File: config.mk
export PLATFORM = sky130hd
export DESIGN_NAME = ps2_mouse_packet
export DESIGN_NICKNAME = d
export VERILOG_FILES = /design/src/rtl/ps2_mouse_packet.sv
export SDC_FILE = /design/constraint.sdc
export NUM_CORES = 1
export LEC_CHECK = 0
export BUFFER_PORTS_ARGS = -buffer_cell sky130_fd_sc_hd__buf_2
export CAP_MARGIN = 0
export CORE_UTILIZATION = 45
export CTS_BUF_LIST = sky130_fd_sc_hd__clkbuf_16
export CTS_CLUSTER_SIZE = 16
export DETAILED_ROUTE_END_ITERATION = 8
export GPL_TIMING_DRIVEN = 0
export PLACE_DENSITY_LB_ADDON = 0.25
export SYNTH_ARGS = -nofsm -noshare
export SYNTH_HDL_FRONTEND = slang
export SYNTH_SLANG_ARGS = --single-unit
export TNS_END_PERCENT = 20
File: constraint.sdc
create_clock -name clk -period 2 [get_ports clk]
set_input_delay 0.1 -clock clk [delete_from_list [all_inputs] [get_ports clk]]
set_output_delay 0.1 -clock clk [all_outputs]
set_load 0.03 [all_outputs]
File: src/rtl/ps2_mouse_packet.sv
// ps2_mouse_packet
//   Assembles 3-byte PS/2 mouse packets from the byte stream of the PS/2
//   init/receiver stage. Decodes buttons, 9-bit signed deltas and overflow
//   flags, and resynchronises on a bad first byte or an inter-byte timeout.
//
//   Optional feature macro: PS2_MOUSE_POS_EN
//     defined   -> a clamped screen cursor (pos_x/pos_y) is accumulated
//     undefined -> no accumulator; pos_x/pos_y are tied to 0
module ps2_mouse_packet #(
  parameter int TIMEOUT_CYC = 54000,
  parameter int SCREEN_W    = 640,
  parameter int SCREEN_H    = 480,
  parameter int POS_W       = 10
) (
  input  logic             clk,
  input  logic             rst_n,
  input  logic             enable,
  input  logic [7:0]       rx_data,
  input  logic             rx_valid,
  output logic             pkt_valid,
  output logic             btn_left,
  output logic             btn_right,
  output logic             btn_mid,
  output logic [8:0]       dx,
  output logic [8:0]       dy,
  output logic             x_ovf,
  output logic             y_ovf,
  output logic             sync_err,
  output logic [1:0]       dbg_state,
  output logic [POS_W-1:0] pos_x,
  output logic [POS_W-1:0] pos_y
);

  typedef enum logic [1:0] {
    WAIT_B0 = 2'd0,
    WAIT_B1 = 2'd1,
    WAIT_B2 = 2'd2
  } state_t;

  // Timer only needs to reach TIMEOUT_CYC-1: the expiry check fires there.
  localparam int            TW        = $clog2(TIMEOUT_CYC + 1);
  localparam logic [TW-1:0] TIMER_LIM = TW'(TIMEOUT_CYC - 1);

  state_t        state_r;
  logic [TW-1:0] timer_r;
  logic [7:0]    b0_r;
  logic [7:0]    b1_r;

  logic          pkt_valid_r;
  logic          sync_err_r;
  logic          btn_left_r;
  logic          btn_right_r;
  logic          btn_mid_r;
  logic [8:0]    dx_r;
  logic [8:0]    dy_r;
  logic          x_ovf_r;
  logic          y_ovf_r;

  // Decode of the packet being completed this cycle (stored byte0/byte1 + incoming byte2).
  logic          pkt_fire_s;
  logic [8:0]    dx_new_s;
  logic [8:0]    dy_new_s;
  logic          x_ovf_new_s;
  logic          y_ovf_new_s;
  logic          timeout_s;

  // Next-packet decode and event qualifiers.
  always_comb begin
    pkt_fire_s  = enable & rx_valid & (state_r == WAIT_B2);
    dx_new_s    = {b0_r[4], b1_r};
    dy_new_s    = {b0_r[5], rx_data};
    x_ovf_new_s = b0_r[6];
    y_ovf_new_s = b0_r[7];
    timeout_s   = (timer_r >= TIMER_LIM);
  end

  // Packet framing FSM, inter-byte timer and decoded output registers.
  always_ff @(posedge clk or negedge rst_n) begin
    if (!rst_n) begin
      state_r     <= WAIT_B0;
      timer_r     <= {TW{1'b0}};
      b0_r        <= 8'h00;
      b1_r        <= 8'h00;
      pkt_valid_r <= 1'b0;
      sync_err_r  <= 1'b0;
      btn_left_r  <= 1'b0;
      btn_right_r <= 1'b0;
      btn_mid_r   <= 1'b0;
      dx_r        <= 9'h000;
      dy_r        <= 9'h000;
      x_ovf_r     <= 1'b0;
      y_ovf_r     <= 1'b0;
    end else begin
      pkt_valid_r <= 1'b0;
      sync_err_r  <= 1'b0;
      if (!enable) begin
        state_r <= WAIT_B0;
        timer_r <= {TW{1'b0}};
      end else begin
        case (state_r)
          WAIT_B0: begin
            timer_r <= {TW{1'b0}};
            if (rx_valid) begin
              // Bit 3 of a genuine first byte is always 1.
              if (rx_data[3]) begin
                b0_r    <= rx_data;
                state_r <= WAIT_B1;
              end else begin
                sync_err_r <= 1'b1;
              end
            end
          end
          WAIT_B1: begin
            // A byte arriving on the expiry cycle takes precedence over the timeout.
            if (rx_valid) begin
              b1_r    <= rx_data;
              timer_r <= {TW{1'b0}};
              state_r <= WAIT_B2;
            end else if (timeout_s) begin
              timer_r    <= {TW{1'b0}};
              sync_err_r <= 1'b1;
              state_r    <= WAIT_B0;
            end else begin
              timer_r <= timer_r + TW'(1);
            end
          end
          WAIT_B2: begin
            if (rx_valid) begin
              btn_left_r  <= b0_r[0];
              btn_right_r <= b0_r[1];
              btn_mid_r   <= b0_r[2];
              dx_r        <= dx_new_s;
              dy_r        <= dy_new_s;
              x_ovf_r     <= x_ovf_new_s;
              y_ovf_r     <= y_ovf_new_s;
              pkt_valid_r <= 1'b1;
              timer_r     <= {TW{1'b0}};
              state_r     <= WAIT_B0;
            end else if (timeout_s) begin
              timer_r    <= {TW{1'b0}};
              sync_err_r <= 1'b1;
              state_r    <= WAIT_B0;
            end else begin
              timer_r <= timer_r + TW'(1);
            end
          end
          default: begin
            timer_r <= {TW{1'b0}};
            state_r <= WAIT_B0;
          end
        endcase
      end
    end
  end

`ifdef PS2_MOUSE_POS_EN
  // Two guard bits above POS_W keep the signed sum free of wrap-around.
  localparam int                     SW      = POS_W + 2;
  localparam logic signed [SW-1:0]   X_MAX_S = SW'(SCREEN_W - 1);
  localparam logic signed [SW-1:0]   Y_MAX_S = SW'(SCREEN_H - 1);
  localparam logic [POS_W-1:0]       X_RST   = POS_W'(SCREEN_W / 2);
  localparam logic [POS_W-1:0]       Y_RST   = POS_W'(SCREEN_H / 2);

  logic [POS_W-1:0]     pos_x_r;
  logic [POS_W-1:0]     pos_y_r;
  logic signed [SW-1:0] sum_x_s;
  logic signed [SW-1:0] sum_y_s;

  function automatic logic [POS_W-1:0] clamp_axis(input logic signed [SW-1:0] v,
                                                  input logic signed [SW-1:0] max_v);
    logic [POS_W-1:0] r;
    if (v < $signed({SW{1'b0}})) begin
      r = {POS_W{1'b0}};
    end else if (v > max_v) begin
      r = max_v[POS_W-1:0];
    end else begin
      r = v[POS_W-1:0];
    end
    return r;
  endfunction

  // Candidate cursor positions; Y is screen-down, PS/2 dy is up-positive.
  always_comb begin
    sum_x_s = $signed({2'b00, pos_x_r}) + $signed({{(SW-9){dx_new_s[8]}}, dx_new_s});
    sum_y_s = $signed({2'b00, pos_y_r}) - $signed({{(SW-9){dy_new_s[8]}}, dy_new_s});
  end

  // Cursor accumulator, updated on the same edge that raises pkt_valid.
  always_ff @(posedge clk or negedge rst_n) begin
    if (!rst_n) begin
      pos_x_r <= X_RST;
      pos_y_r <= Y_RST;
    end else if (pkt_fire_s) begin
      if (!x_ovf_new_s) begin
        pos_x_r <= clamp_axis(sum_x_s, X_MAX_S);
      end
      if (!y_ovf_new_s) begin
        pos_y_r <= clamp_axis(sum_y_s, Y_MAX_S);
      end
    end
  end

  assign pos_x = pos_x_r;
  assign pos_y = pos_y_r;
`else
  // Screen geometry only matters when the cursor is built.
  logic unused_cfg_s;
  assign unused_cfg_s = ^{SCREEN_W[0], SCREEN_H[0], pkt_fire_s, x_ovf_new_s, y_ovf_new_s};
  assign pos_x        = {POS_W{1'b0}};
  assign pos_y        = {POS_W{1'b0}};
`endif

  assign pkt_valid = pkt_valid_r;
  assign sync_err  = sync_err_r;
  assign btn_left  = btn_left_r;
  assign btn_right = btn_right_r;
  assign btn_mid   = btn_mid_r;
  assign dx        = dx_r;
  assign dy        = dy_r;
  assign x_ovf     = x_ovf_r;
  assign y_ovf     = y_ovf_r;
  assign dbg_state = state_r;

endmodule

==> out/results.ini <==
[run_status]
status=complete, but fails checks
violations=negative setup slack

[logic_synthesis]
ys_ff_latch=58
synth_cell_types=34
seq_area_frac_synth_pct=54.2
netlist_instances=216
netlist_area_um2=2680
yosysWarnings=0
syn_avg_cell_area_um2=12.4

[sta]
slew_violations=0
setup_viol=1
rsz0062_at_grt=true
setup_slack_ps=-4.00
whs_ps=15.2
post-route-period-util_pct=100
post-route-min-period_ps=2000
worst_pin_slew_ps=717
max_slew_margin_pct=52.2
max_freq_ghz=0.499
fin_skew_ps=3.48
hold_viol_final=0

[critical_path]
r2r_setup_slack_ps=-4
cp_data_required_time_ps=2190
slowest_stage=or4b_1
worstReg2RegStart=timer_r[10]
path_class=flop to flop
crit_arrival_ps=2190
start_kind=flop
cp_max_fo=5
r2r_cells=5
critical_path.endpoint=dbg_state[0]
cp_slowest_stage_delay_ps=510
end_kind=flop
crit_start=timer_r[10]
crit_chain=or4b_1 > or4_4 > a21oi_4 > buf_6 > o22ai_2
r2r-end=dbg_state[0]

[route]
ant_nets=0
via_per_inst=5.09
wl_um=5010
wl_per_cell_um=13.8
vias=1854
drc_errors=0
dr.pass1.iters=4
drt_iter0_markers=78

[cts]
cts.path.max_buffers=2
cts_tree=done
cts-root-buf=clkbuf_16
clk_pin_slew_ps=50
clk_latency_ps=320
cts_sinks=58
cts_buffers=9
htree_levels=3

[final_layout]
insertedDiodeCount=0
fin_area_um2=3410
fin_nets=304
finalCoreUtilization_pct=60.8
area_delta_synth_final_pct=27.3
drive_gt1_share_pct=42.8

[floorplan]
start_util_pct=47.7
core-area_um2=5610
die_w_um=79.1
io_pins=59
num_rows=27
die_h_um=79.1
die_area_um2=6260

[power]
power_leakage_nw=1.66
combPwrFrac_pct=23.8
seqPwrFrac_pct=38.4
ir_drop_mv=0.757
sw_frac_of_total_pct=30.1
intPower_w=0.00293
clkPwrFrac_pct=37.8
switchingPower_w=0.00126
powerDensity_nw_per_um2=1230
finalPower_w=0.00420

[flow_run]
maxCapViolCount=0

[placement]
place_area_um2=3020
gp_congestion=0.852
dp_hpwl_um=3250
dp_slack_ps=-248
place.port_buffers=36

[grt]
grt_pass1_vias=1696
grt_first_pass_wirelength_um=8220
grt.overflow.total=0
grtUsageTotal_pct=17.7
grt_max_degree=59
antenna_found_initial=0

[min_path]
holdCritPathClass=input pin to flop

## worst max-delay path: cells and delay by family, from the launching register on
family | cells | cell delay [ps]
AO/OA/AOI/OAI | 2 | 290
buffers and inverters | 1 | 160
flip-flops | 1 | 410
AND/OR/NAND/NOR | 2 | 1020
## per-layer routing
layer  vias up  part of all wire [%]  wire length (um)  track usage [%]
met3         9                   6.6               332             5.98
met4         0                   1.9                97             7.64
li1        867                     -                 -                -
met1       909                    45              2250             22.6
met2        69                    47              2330             27.2
met5         -                     0                 0                0
## cell type report
type                    instances  area (um^2)
plain buffers                  26          183
clock buffers                   9          225
clock inverters                 7         86.3
fillers                       478         2200
inverters                       8         30.0
multi-input cells             142         1100
flip-flops and latches         58         1450
well taps                      72         90.1
repair buffers                 42          238
## kinds of logic after synthesis
| group | share of synthesized area [%] |
|---|---|
| mux | 16.0 |
| compound gates | 4.53 |
| other cells | 0.140 |
| fa+ha+maj | 2.34 |
| simple gates | 10.6 |
| xor+xnor | 3.93 |
| flops | 54.2 |
| buf+inv | 8.27 |
## layout by cell type, fill, tap and decap left out, types with 8 or more instances in the layout
cell type | Yosys | routed
buf_2 | 0 | 36
buf_4 | 20 | 24
clkbuf_16 | 0 | 9
conb_1 | 1 | 20
dfrtp_1 | 58 | 57
inv_1 | 8 | 10
mux2_2 | 38 | 38
nand3_1 | 8 | 8
nor3_1 | 17 | 15
xnor2_1 | 10 | 10
## synth_stat cells
cell type	instances	area [um^2]
nand4_1	3	18.8
buf_6	2	22.5
a21boi_0	1	7.51
or4b_1	1	10.0
nand2b_1	1	6.26
and3_1	1	6.26
a211oi_1	1	7.51
nor3_1	17	85.1
nor2b_1	1	6.26
ha_1	5	62.6
nand3_1	8	40.0
xnor2_1	10	87.6
nor4b_1	1	8.76
or4_4	1	11.3
a31oi_1	2	12.5
clkbuf_1	5	18.8
buf_4	20	150
a21oi_1	3	15.0
inv_1	8	30.0
a31o_2	1	8.76
nor2_1	5	18.8
nor4_1	4	25.0
nand2_1	6	22.5
o22ai_1	2	12.5
o2111ai_1	2	17.5
a21oi_4	1	16.3
xor2_1	2	17.5
nand4b_1	1	8.76
o2bb2ai_2	1	15.0
a211o_1	1	8.76
mux2_2	38	428
nor3b_1	2	15.0
conb_1	1	3.75
dfrtp_1	58	1450
## power by group through the flow
stage	clock network (W)	logic (W)	registers, W
final	0.00159	0.000998	0.00161
after global routing	0.00166	0.00107	0.00165
after CTS	0.00161	0.000995	0.00161
after detailed placement	0	0.000991	0.00163
after global placement	0	0.000974	0.00162
after floorplan	0	0.000407	0.00193
## stage by stage
step,cells,setup TNS [ps]
3_3_place_gp,343,-4180
3_5_place_dp,343,-4930
6_report,364,-4.00
5_1_grt,364,-1120
4_1_cts,363,-1210
2_1_floorplan,235,-633
## how the worst min path moves through the flow
stage	end	cells after the start	start
final	sync_err	2	rx_data[3]
after floorplan	b0_r[0]	0	rst_n
after global routing	sync_err	2	rx_data[3]
after detailed placement	sync_err	2	rx_data[3]
after CTS	sync_err	2	rx_data[3]
after global placement	sync_err	2	rx_data[3]
## state kept, by name, indices dropped and copies added, names as in the netlist, 2 cells and up
name and count:
dy 9, b0_r 7, timer_r 16, dx 9
dbg_state 2, b1_r 8
## repair_timing
item                                   4_1_cts  5_1_grt
resized for setup                            4        8
gates cloned                                 1        0
pin swaps                                    1        3
buffers inserted                             3        1
hold buffers                                 0        1
endpoints found under the hold margin        0       58
setup endpoints to repair                   38       27
(Power assumes the default switching activity.)
